==> src/rtl/avalon_stream_accel.sv <==
// avalon_stream_accel: CSR-programmed memory walker. It reads LEN words from SRC, then either
// writes copy/add/xor results to DST or accumulates them into RESULT. DONE pulses at the end.
module avalon_stream_accel #(
    parameter int unsigned AVS_DATA_W = 32,
    parameter int unsigned AVS_ADDR_W = 4,
    parameter int unsigned AVM_DATA_W = 32,
    parameter int unsigned AVM_ADDR_W = 32,
    parameter int unsigned LEN_W      = 16
) (
    input  logic                  csi_clock_clk,
    input  logic                  csi_clock_reset,
    input  logic [AVS_ADDR_W-1:0] avs_avalonslave_address,
    input  logic                  avs_avalonslave_read,
    input  logic                  avs_avalonslave_write,
    input  logic [AVS_DATA_W-1:0] avs_avalonslave_writedata,
    output logic [AVS_DATA_W-1:0] avs_avalonslave_readdata,
    output logic                  avs_avalonslave_waitrequest,
    output logic [AVM_ADDR_W-1:0] avm_avalonmaster_address,
    output logic                  avm_avalonmaster_read,
    output logic                  avm_avalonmaster_write,
    output logic [AVM_DATA_W-1:0] avm_avalonmaster_writedata,
    input  logic [AVM_DATA_W-1:0] avm_avalonmaster_readdata,
    input  logic                  avm_avalonmaster_waitrequest,
    output logic                  DONE
);

    typedef enum logic [1:0] {StIdle, StRd, StWr, StFin} state_e;

    localparam logic [AVS_ADDR_W-1:0] AddrCtrl   = AVS_ADDR_W'(0);
    localparam logic [AVS_ADDR_W-1:0] AddrStatus = AVS_ADDR_W'(1);
    localparam logic [AVS_ADDR_W-1:0] AddrSrc    = AVS_ADDR_W'(2);
    localparam logic [AVS_ADDR_W-1:0] AddrDst    = AVS_ADDR_W'(3);
    localparam logic [AVS_ADDR_W-1:0] AddrLen    = AVS_ADDR_W'(4);
    localparam logic [AVS_ADDR_W-1:0] AddrConst  = AVS_ADDR_W'(5);
    localparam logic [AVS_ADDR_W-1:0] AddrResult = AVS_ADDR_W'(6);
    localparam logic [AVS_ADDR_W-1:0] AddrCount  = AVS_ADDR_W'(7);

    localparam logic [1:0] ModeCopy = 2'd0;
    localparam logic [1:0] ModeAdd  = 2'd1;
    localparam logic [1:0] ModeXor  = 2'd2;
    localparam logic [1:0] ModeAcc  = 2'd3;

    localparam logic [AVM_ADDR_W-1:0] Step = AVM_ADDR_W'(AVM_DATA_W / 8);

    state_e                state_q, state_d;
    logic [AVM_ADDR_W-1:0] src_q, src_d, dst_q, dst_d;
    logic [AVM_ADDR_W-1:0] src_ptr_q, src_ptr_d, dst_ptr_q, dst_ptr_d;
    logic [LEN_W-1:0]      len_q, len_d, count_q, count_d;
    logic [AVM_DATA_W-1:0] const_q, const_d, result_q, result_d, wdata_q, wdata_d;
    logic [1:0]            mode_q, mode_d;
    logic                  abort_pend_q, abort_pend_d;
    logic                  done_sticky_q, done_sticky_d;
    logic                  aborted_q, aborted_d;

    logic                  busy, csr_wr, ctrl_wr, start, abort_req, abort_now;
    logic                  rd_ack, wr_ack, last;
    logic [LEN_W-1:0]      count_inc;
    logic                  unused_rd;

    assign unused_rd = avs_avalonslave_read;

    assign busy      = (state_q != StIdle);
    assign csr_wr    = avs_avalonslave_write;
    assign ctrl_wr   = csr_wr && (avs_avalonslave_address == AddrCtrl);
    // A start with a simultaneous abort in idle wins; abort is only latched mid-transfer.
    assign start     = ctrl_wr && avs_avalonslave_writedata[0] && !busy;
    assign abort_req = ctrl_wr && avs_avalonslave_writedata[3] &&
                       ((state_q == StRd) || (state_q == StWr));
    assign abort_now = abort_pend_q || abort_req;
    assign rd_ack    = (state_q == StRd) && !avm_avalonmaster_waitrequest;
    assign wr_ack    = (state_q == StWr) && !avm_avalonmaster_waitrequest;
    assign count_inc = count_q + LEN_W'(1);
    assign last      = (count_inc == len_q);

    // State register
    always_ff @(posedge csi_clock_clk or posedge csi_clock_reset) begin
        if (csi_clock_reset) begin
            state_q <= StIdle;
        end else begin
            state_q <= state_d;
        end
    end

    // Next-state logic; a request only moves on once the fabric accepts it
    always_comb begin
        state_d = state_q;
        unique case (state_q)
            StIdle: begin
                if (start) begin
                    state_d = (len_q != '0) ? StRd : StFin;
                end
            end
            StRd: begin
                if (rd_ack) begin
                    if (mode_q == ModeAcc) begin
                        state_d = (last || abort_now) ? StFin : StRd;
                    end else begin
                        state_d = StWr;
                    end
                end
            end
            StWr: begin
                if (wr_ack) begin
                    state_d = (last || abort_now) ? StFin : StRd;
                end
            end
            StFin: state_d = StIdle;
            default: state_d = StIdle;
        endcase
    end

    // Master-side outputs decoded from state so reset drops them immediately
    always_comb begin
        avm_avalonmaster_read    = (state_q == StRd);
        avm_avalonmaster_write   = (state_q == StWr);
        avm_avalonmaster_address = '0;
        if (state_q == StRd) begin
            avm_avalonmaster_address = src_ptr_q;
        end else if (state_q == StWr) begin
            avm_avalonmaster_address = dst_ptr_q;
        end
        DONE = (state_q == StFin);
    end

    assign avm_avalonmaster_writedata  = wdata_q;
    assign avs_avalonslave_waitrequest = 1'b0;

    // CSR updates, pointer walk and data processing
    always_comb begin
        src_d         = src_q;
        dst_d         = dst_q;
        len_d         = len_q;
        const_d       = const_q;
        src_ptr_d     = src_ptr_q;
        dst_ptr_d     = dst_ptr_q;
        count_d       = count_q;
        result_d      = result_q;
        wdata_d       = wdata_q;
        mode_d        = mode_q;
        abort_pend_d  = abort_pend_q;
        done_sticky_d = done_sticky_q;
        aborted_d     = aborted_q;

        if (csr_wr && !busy) begin
            case (avs_avalonslave_address)
                AddrSrc:   src_d   = AVM_ADDR_W'(avs_avalonslave_writedata);
                AddrDst:   dst_d   = AVM_ADDR_W'(avs_avalonslave_writedata);
                AddrLen:   len_d   = LEN_W'(avs_avalonslave_writedata);
                AddrConst: const_d = AVM_DATA_W'(avs_avalonslave_writedata);
                default: ;
            endcase
        end
        if (csr_wr && (avs_avalonslave_address == AddrStatus)) begin
            done_sticky_d = done_sticky_q & ~avs_avalonslave_writedata[1];
            aborted_d     = aborted_q & ~avs_avalonslave_writedata[2];
        end
        if (abort_req) begin
            abort_pend_d = 1'b1;
        end
        if (start) begin
            src_ptr_d = src_q;
            dst_ptr_d = dst_q;
            mode_d    = avs_avalonslave_writedata[2:1];
            count_d   = '0;
            result_d  = '0;
        end
        if (rd_ack) begin
            src_ptr_d = src_ptr_q + Step;
            unique case (mode_q)
                ModeCopy: wdata_d = avm_avalonmaster_readdata;
                ModeAdd:  wdata_d = avm_avalonmaster_readdata + const_q;
                ModeXor:  wdata_d = avm_avalonmaster_readdata ^ const_q;
                ModeAcc: begin
                    result_d = result_q + avm_avalonmaster_readdata;
                    count_d  = count_inc;
                end
                default: ;
            endcase
        end
        if (wr_ack) begin
            dst_ptr_d = dst_ptr_q + Step;
            count_d   = count_inc;
        end
        // Sticky flags set in FIN take priority over a same-cycle clear
        if (state_q == StFin) begin
            done_sticky_d = 1'b1;
            aborted_d     = aborted_q | abort_pend_q;
            abort_pend_d  = 1'b0;
        end
    end

    // Datapath and CSR registers
    always_ff @(posedge csi_clock_clk or posedge csi_clock_reset) begin
        if (csi_clock_reset) begin
            src_q         <= '0;
            dst_q         <= '0;
            len_q         <= '0;
            const_q       <= '0;
            src_ptr_q     <= '0;
            dst_ptr_q     <= '0;
            count_q       <= '0;
            result_q      <= '0;
            wdata_q       <= '0;
            mode_q        <= '0;
            abort_pend_q  <= 1'b0;
            done_sticky_q <= 1'b0;
            aborted_q     <= 1'b0;
        end else begin
            src_q         <= src_d;
            dst_q         <= dst_d;
            len_q         <= len_d;
            const_q       <= const_d;
            src_ptr_q     <= src_ptr_d;
            dst_ptr_q     <= dst_ptr_d;
            count_q       <= count_d;
            result_q      <= result_d;
            wdata_q       <= wdata_d;
            mode_q        <= mode_d;
            abort_pend_q  <= abort_pend_d;
            done_sticky_q <= done_sticky_d;
            aborted_q     <= aborted_d;
        end
    end

    // CSR read mux, combinational from address
    always_comb begin
        avs_avalonslave_readdata = '0;
        case (avs_avalonslave_address)
            AddrStatus: avs_avalonslave_readdata = AVS_DATA_W'({aborted_q, done_sticky_q, busy});
            AddrSrc:    avs_avalonslave_readdata = AVS_DATA_W'(src_q);
            AddrDst:    avs_avalonslave_readdata = AVS_DATA_W'(dst_q);
            AddrLen:    avs_avalonslave_readdata = AVS_DATA_W'(len_q);
            AddrConst:  avs_avalonslave_readdata = AVS_DATA_W'(const_q);
            AddrResult: avs_avalonslave_readdata = AVS_DATA_W'(result_q);
            AddrCount:  avs_avalonslave_readdata = AVS_DATA_W'(count_q);
            default:    avs_avalonslave_readdata = '0;
        endcase
    end

endmodule

==> config.mk <==
export PLATFORM = sky130hd
export DESIGN_NAME = avalon_stream_accel
export DESIGN_NICKNAME = d
export VERILOG_FILES = /design/src/rtl/avalon_stream_accel.sv
export SDC_FILE = /design/constraint.sdc
export NUM_CORES = 1
export LEC_CHECK = 0
export ABC_AREA = 1
export CORE_ASPECT_RATIO = 1.2
export CORE_MARGIN = 8
export CORE_UTILIZATION = 55
export DETAILED_ROUTE_END_ITERATION = 8
export GPL_TIMING_DRIVEN = 0
export PLACE_DENSITY = 0.77
export REMOVE_ABC_BUFFERS = 1
export SLEW_MARGIN = 20
export SYNTH_ARGS = -nofsm -noshare
export SYNTH_HDL_FRONTEND = slang
export SYNTH_SLANG_ARGS = --single-unit
==> constraint.sdc <==
create_clock -name csi_clock_clk -period 22.1 [get_ports csi_clock_clk]
set_clock_uncertainty 0.15 [all_clocks]
set_input_delay 2.21 -clock csi_clock_clk [delete_from_list [all_inputs] [get_ports csi_clock_clk]]
set_output_delay 2.21 -clock csi_clock_clk [all_outputs]
set_load 0.01 [all_outputs]
==> results.toml, run 1 <==
[drt]
wl_mm = 65.6
drcViolationCount = 0
vias_per_cell = 6.13
vias = 19120
drtAntennaViolNets = 0
drt_iter0_markers = 2039
wire_per_inst_microns = 21.0
drtPass1Iterations = 8

[floorplan]
rows = 72
die_x_microns = 181
io_pins = 173
initial_core_util_pct = 55.7
design.core.area_sq_um = 32300
die-area_sq_um = 38700
die_y_microns = 214

[yosys]
synthCells = 2573
async_flop_share_pct = 100
ys_top_cells_by_count = "nand2_1, inv_1, dfrtp_1"
ys_top_cells_by_area = "dfrtp_1, nand2_1, o21ai_0"
yosysSeqAreaShare_pct = 36.6
ys_warn_count = 0
postSynthAreaPerCell_sq_um = 6.98
ys_ff_latch = 263
synth_edf_count = 0
ys.flop_type = "dfrtp_1"
syn_area_sq_um = 18000
yosysTopAreaCellShare_pct = 36.6
yosysMostFrequentCell = "nand2_1"
synth_cell_types = 53
yosysTopAreaCell = "dfrtp_1"

[timing]
maxSlewViolCount = 0
fin_crit_sh_pct = 38.4
fin_crit_ns = 8.48
worst_slack_ns = 13.62
tightest_slew_ns = 1.16
slew_headroom_pct = 22.2
finalSetupTns_ns = 0
setup_violations = 0
rsz0062_at_grt = "no"
hold_viol_final = 0
max_freq_mhz = 118

[clock_tree]
tritoncts = "yes"
postCtsSetupBuffers = 0
post_cts_resized = 0
clockBufferDepth = 3
htree_levels = 1
cts_made_buffers = 30
cts.clk_slew.worst_paths_ns = 0.06
clkLatencyLatePin_ns = 0.58
root_buffer = "clkbuf_16"
cts_hold_buf = 0
cts_sinks = 263

[min_path]
worstHoldPathType = "reg -> reg"

[placement]
dp_slack_ns = 13.80
gp_congestion = 0.974
dp_hpwl_mm = 49.6
io_buffers = 170

[pwr]
p_leak_nw = 9.55
ir_worst_vdd_uv = 97.8
powerDensity_nw_per_um2 = 123

[setup_path]
worstSetupEndpointType = "primary output"
critPathMaxFanout = 27
crit_type = "in -> out"
required_ns = 19.74
cp-start-kind = "primary input"
worstPathArrival_ns = 6.12

[cells_and_area]
nFillCells = 2901
syn2layout_area_growth_pct = 17.3
utilization_pct = 65.4
seqCellArea_sq_um = 6580
multi_input_comb_area_sq_um = 9890
nNetsFinal = 2838
drive_gt1_share_pct = 4.90
antennaDiodeCount = 0

[grt]
gr-total-overflow = 0
grt_pass1_wl_mm = 102
grt_max_degree = 103
antenna_found_initial = 0
grt_pass1_vias = 18434
track_usage_pct = 32.6

[job]
maxCapViolations = 0

[run_status]
status = "finished clean"
-- placed cells by master (no fill, tap or decap), types with 4 or more instances in the layout --
cell type        count
clkdlybuf4s50_1    170
bufinv_16            4
o31ai_1              4
xnor2_1              8
buf_12               4
clkbuf_16           31
o21a_1               8
dfrtp_1            263
a22oi_1              4
a31o_2               4
inv_1              297
nor2_4              14
xor2_1              20
or2_2                5
o22ai_1             42
o221ai_1            15
clkinv_2             5
o211ai_1            35
nor2_2              14
nor2_1             192
o21ai_0            234
a221oi_1            14
o21ai_1             17
ha_1                70
nor3_1              32
nor4_1              14
nand4_1             29
a31oi_1             11
a21oi_1            159
o2111ai_1           26
nand2_2              7
inv_2               11
a21o_1               8
o21bai_1            14
nand3_1            178
nand2_1            700
clkinvlp_4           5
-- state kept, by name, summed over array words and instances (netlist names) --
signal,cells
avm_avalonmaster_writedata,32
const_q,32
dst_ptr_q,32
dst_q,32
result_q,32
src_ptr_q,32
src_q,32
count_q,16
len_q,16
mode_q,2
state_q,2
abort_pend_q,1
aborted_q,1
done_sticky_q,1
-- routing by layer --
| metal | GRT usage (%) | wire length, microns | up-vias |
|---|---|---|---|
| met5 | 0 | 0 | - |
| met4 | 15.1 | 3070 | 0 |
| met3 | 4.61 | 5360 | 179 |
| met2 | 55.0 | 31400 | 970 |
| met1 | 40.9 | 25800 | 9079 |
| li1 | - | - | 8892 |
-- area by class of cell --
class                      instances  area share (%)
tap                              407            2.42
inverter                         309            5.54
clock inverter                    20            1.12
multi-input combinational       1909            46.9
sequential                       263            31.2
clock buffer                      35            3.89
timing repair buffer             178            8.90
-- stage by stage --
| stage | hold WS (ns) | std cells | power, mW | cell area [sq um] |
|---|---|---|---|---|
| 3_3_place_gp | 0.312 | 3058 | 1.98 | 19800 |
| 4_1_cts | 0.332 | 3121 | 2.57 | 21100 |
| 5_1_grt | 0.346 | 3121 | 2.76 | 21100 |
| 3_5_place_dp | 0.314 | 3066 | 2.02 | 20000 |
| 2_1_floorplan | 0.292 | 2481 | 1.56 | 17600 |
| 6_report | 0.328 | 3121 | 2.59 | 21100 |
-- power by group --
part | switching [mW] | internal (mW) | total [mW] | leakage [nW]
logic | 0.736 | 0.439 | 1.17 | 5.61
registers | 0.212 | 0.669 | 0.881 | 3.43
clock network | 0.225 | 0.314 | 0.539 | 0.508
total | 1.17 | 1.42 | 2.59 | 9.55
-- logic make-up after synthesis --
group	synth area share (%)
AND/OR/NAND/NOR	28.1
AO/OA/AOI/OAI	20.0
buffers and inverters	8.59
flip-flops	36.6
adder cells (fa/ha/maj)	5.24
XOR/XNOR	1.49
other	0.0209
-- path summary, 6_finish.rpt --
path,from,endpoint,slack (ns),depth (start not counted)
worst max-delay path,avs_avalonslave_address[1],avs_avalonslave_readdata[13],13.62,8
worst min-delay path,avm_avalonmaster_writedata[29],avm_avalonmaster_writedata[29],0.33,2
worst max register to register,state_q[1],count_q[14],17.73,9
worst min register to register,avm_avalonmaster_writedata[29],avm_avalonmaster_writedata[29],0.33,2
max in group asynchronous,csi_clock_reset,dst_ptr_q[1],18.50,4
min in group asynchronous,csi_clock_reset,avm_avalonmaster_writedata[21],1.87,2
-- worst max-delay path: stages --
cell and delay (ns):
clkdlybuf4s50_1 0.50, inv_1 0.09, nor2_4 0.59, nand2_1 0.70, inv_1 0.96, a221oi_1 0.22, o2111ai_1 0.20, clkdlybuf4s50_1 0.62
(Power assumes the default switching activity.)
==> inputs of run 2 (changes only) <==
--- a/config.mk
+++ b/config.mk
@@ -8,10 +8,10 @@
 export ABC_AREA = 1
 export CORE_ASPECT_RATIO = 1.2
 export CORE_MARGIN = 8
-export CORE_UTILIZATION = 55
+export CORE_UTILIZATION = 53
 export DETAILED_ROUTE_END_ITERATION = 8
 export GPL_TIMING_DRIVEN = 0
-export PLACE_DENSITY = 0.77
+export PLACE_DENSITY = 0.78
 export REMOVE_ABC_BUFFERS = 1
 export SLEW_MARGIN = 20
 export SYNTH_ARGS = -nofsm -noshare
==> constraint.sdc (replaced) <==
create_clock -name csi_clock_clk -period 6.9 [get_ports csi_clock_clk]
set_clock_uncertainty 0.15 [all_clocks]
set_input_delay 0.69 -clock csi_clock_clk [delete_from_list [all_inputs] [get_ports csi_clock_clk]]
set_output_delay 0.69 -clock csi_clock_clk [all_outputs]
set_load 0.01 [all_outputs]
==> run 2 against run 1 <==
  * Sequential cell count unchanged
  * Global-route usage fell by 0.45 points
  * Core utilization shrank 2.5 points
  * Clock power grew to 3.3 times the previous value
  * Largest power group unchanged
==> results.toml, run 2 (synthesis results as in run 1) <==
[run_status]
status = "finished clean"

[drt]
drtPass1Iterations = 6
wire_per_inst_microns = 20.7
vias_per_cell = 5.95
drtAntennaViolNets = 0
drt_iter0_markers = 1965
wl_mm = 65.7
vias = 18863
drcViolationCount = 0

[placement]
dp_hpwl_mm = 50.1
io_buffers = 170
gp_congestion = 0.977

[min_path]
hp-start = "src_ptr_q[0]"
worstHoldPathType = "reg -> reg"
min_to = "src_ptr_q[0]"
hold_depth = 2

[grt]
grtUsageMet1_pct = 40.7
grt_max_degree = 92
grt_pass1_vias = 18328
track_usage_pct = 32.2
grt.busiest_layer = "met2"
antenna_found_initial = 0
grt_pass1_wl_mm = 102
met2_usage_pct = 54.5
grt_util_met3_pct = 4.23
gr-total-overflow = 0

[pwr]
total_power_mw = 8.34
p_leak_nw = 9.57
ir_worst_vdd_uv = 245
powerDensity_nw_per_um2 = 394

[setup_path]
r2r_slack_ns = 2.53
critPathMaxFanout = 27
cp-start-kind = "primary input"
r2r_cells = 9
worstSetupEndpointType = "primary output"
required_ns = 6.06
worstPathArrival_ns = 4.56
crit_start = "avs_avalonslave_address[1]"
crit_type = "in -> out"
r2r-start = "state_q[1]"
reg2reg_to = "count_q[9]"

[clock_tree]
cts_hold_buf = 0
root_buffer = "clkbuf_16"
cts.clk_slew.worst_paths_ns = 0.06
postCtsSetupBuffers = 0
clockBufferDepth = 3
post_cts_resized = 0
tritoncts = "yes"
cts_made_buffers = 30
htree_levels = 1
cts_sinks = 263
clkLatencyLatePin_ns = 0.57

[timing]
fin_crit_ns = 5.40
setup_violations = 0
finalSetupTns_ns = 0
rsz0062_at_grt = "no"
hold_viol_final = 0
fin_crit_sh_pct = 78.3
max_freq_mhz = 185
maxSlewViolCount = 0
slew_headroom_pct = 28.1
tightest_slew_ns = 1.08

[floorplan]
rows = 74
initial_core_util_pct = 53.3
io_pins = 173
die-area_sq_um = 40100
die_y_microns = 218
design.core.area_sq_um = 33700
die_x_microns = 184

[cells_and_area]
drive_gt1_share_pct = 4.75
antennaDiodeCount = 0
nNetsFinal = 2839
layout_commonest_cell = "nand2_1"
syn2layout_area_growth_pct = 17.9
mostFrequentLayoutCells = "nand2_1, inv_1, dfrtp_1, o21ai_0, nor2_1"
nFillCells = 3103

[job]
maxCapViolations = 0
[run 2: cell types whose count changed in the layout (fill, tap and decap cells not counted), sizes merged]
| cell | previous run | this run |
|---|---|---|
| inv | 312 | 310 |
| buf | 8 | 9 |
| clkbuf | 35 | 41 |
| bufinv | 4 | 5 |
| clkinv | 8 | 4 |
| clkinvlp | 5 | 3 |
[run 2: how the worst max path moves through the flow]
stage | endpoint | depth (start not counted) | slack (ns)
5_1_grt | avs_avalonslave_readdata[13] | 8 | 1.44
6_report | avs_avalonslave_readdata[11] | 8 | 1.50
2_1_floorplan | abort_pend_q | 1 | -1.18
3_3_place_gp | dst_q[1] | 2 | -4.76
3_5_place_dp | avs_avalonslave_readdata[13] | 8 | 1.59
4_1_cts | avs_avalonslave_readdata[8] | 8 | 1.58
[run 2: through the flow]
step / instances / hold slack [ns] / setup WS, ns / utilization, % / area, sq um
2_1_floorplan: 2481 / 0.292 / -1.18 / - / 17600
5_1_grt: 3170 / 0.352 / 1.44 / 62.9 / 21200
3_3_place_gp: 3107 / 0.312 / -4.76 / 58.9 / 19900
6_report: 3170 / 0.332 / 1.50 / 62.9 / 21200
3_5_place_dp: 3116 / 0.315 / 1.59 / 59.7 / 20100
4_1_cts: 3170 / 0.331 / 1.58 / 62.9 / 21200
[run 2: routing by layer]
metal / up-vias / routed length (microns)
met5: - / 0
met4: 0 / 2680
met3: 140 / 4750
met2: 810 / 31900
met1: 9034 / 26400
li1: 8879 / -
[run 2: critical path: stages]
cell             delay (ns)
clkdlybuf4s50_1        0.51
inv_1                  0.10
nor2_4                 0.58
nand2_1                0.69
inv_1                  0.92
nand2_1                0.14
o2111ai_1              0.28
clkdlybuf4s50_1        0.64
[run 2: layout make-up]
| class | instances | area, sq um | share of cell area, % |
|---|---|---|---|
| flip-flops and latches | 263 | 6580 | 31.1 |
| repair buffers | 179 | 1900 | 8.98 |
| multi-input cells | 1909 | 9890 | 46.7 |
| inverters | 309 | 1170 | 5.51 |
| clock inverters | 13 | 209 | 0.986 |
| well taps | 456 | 571 | 2.69 |
| clock buffers | 41 | 863 | 4.08 |
[run 2: power breakdown]
part | leakage, nW | switching, mW | internal, mW
clock network | 0.516 | 0.708 | 1.06
logic | 5.62 | 2.35 | 1.40
registers | 3.43 | 0.673 | 2.14
total | 9.57 | 3.73 | 4.61
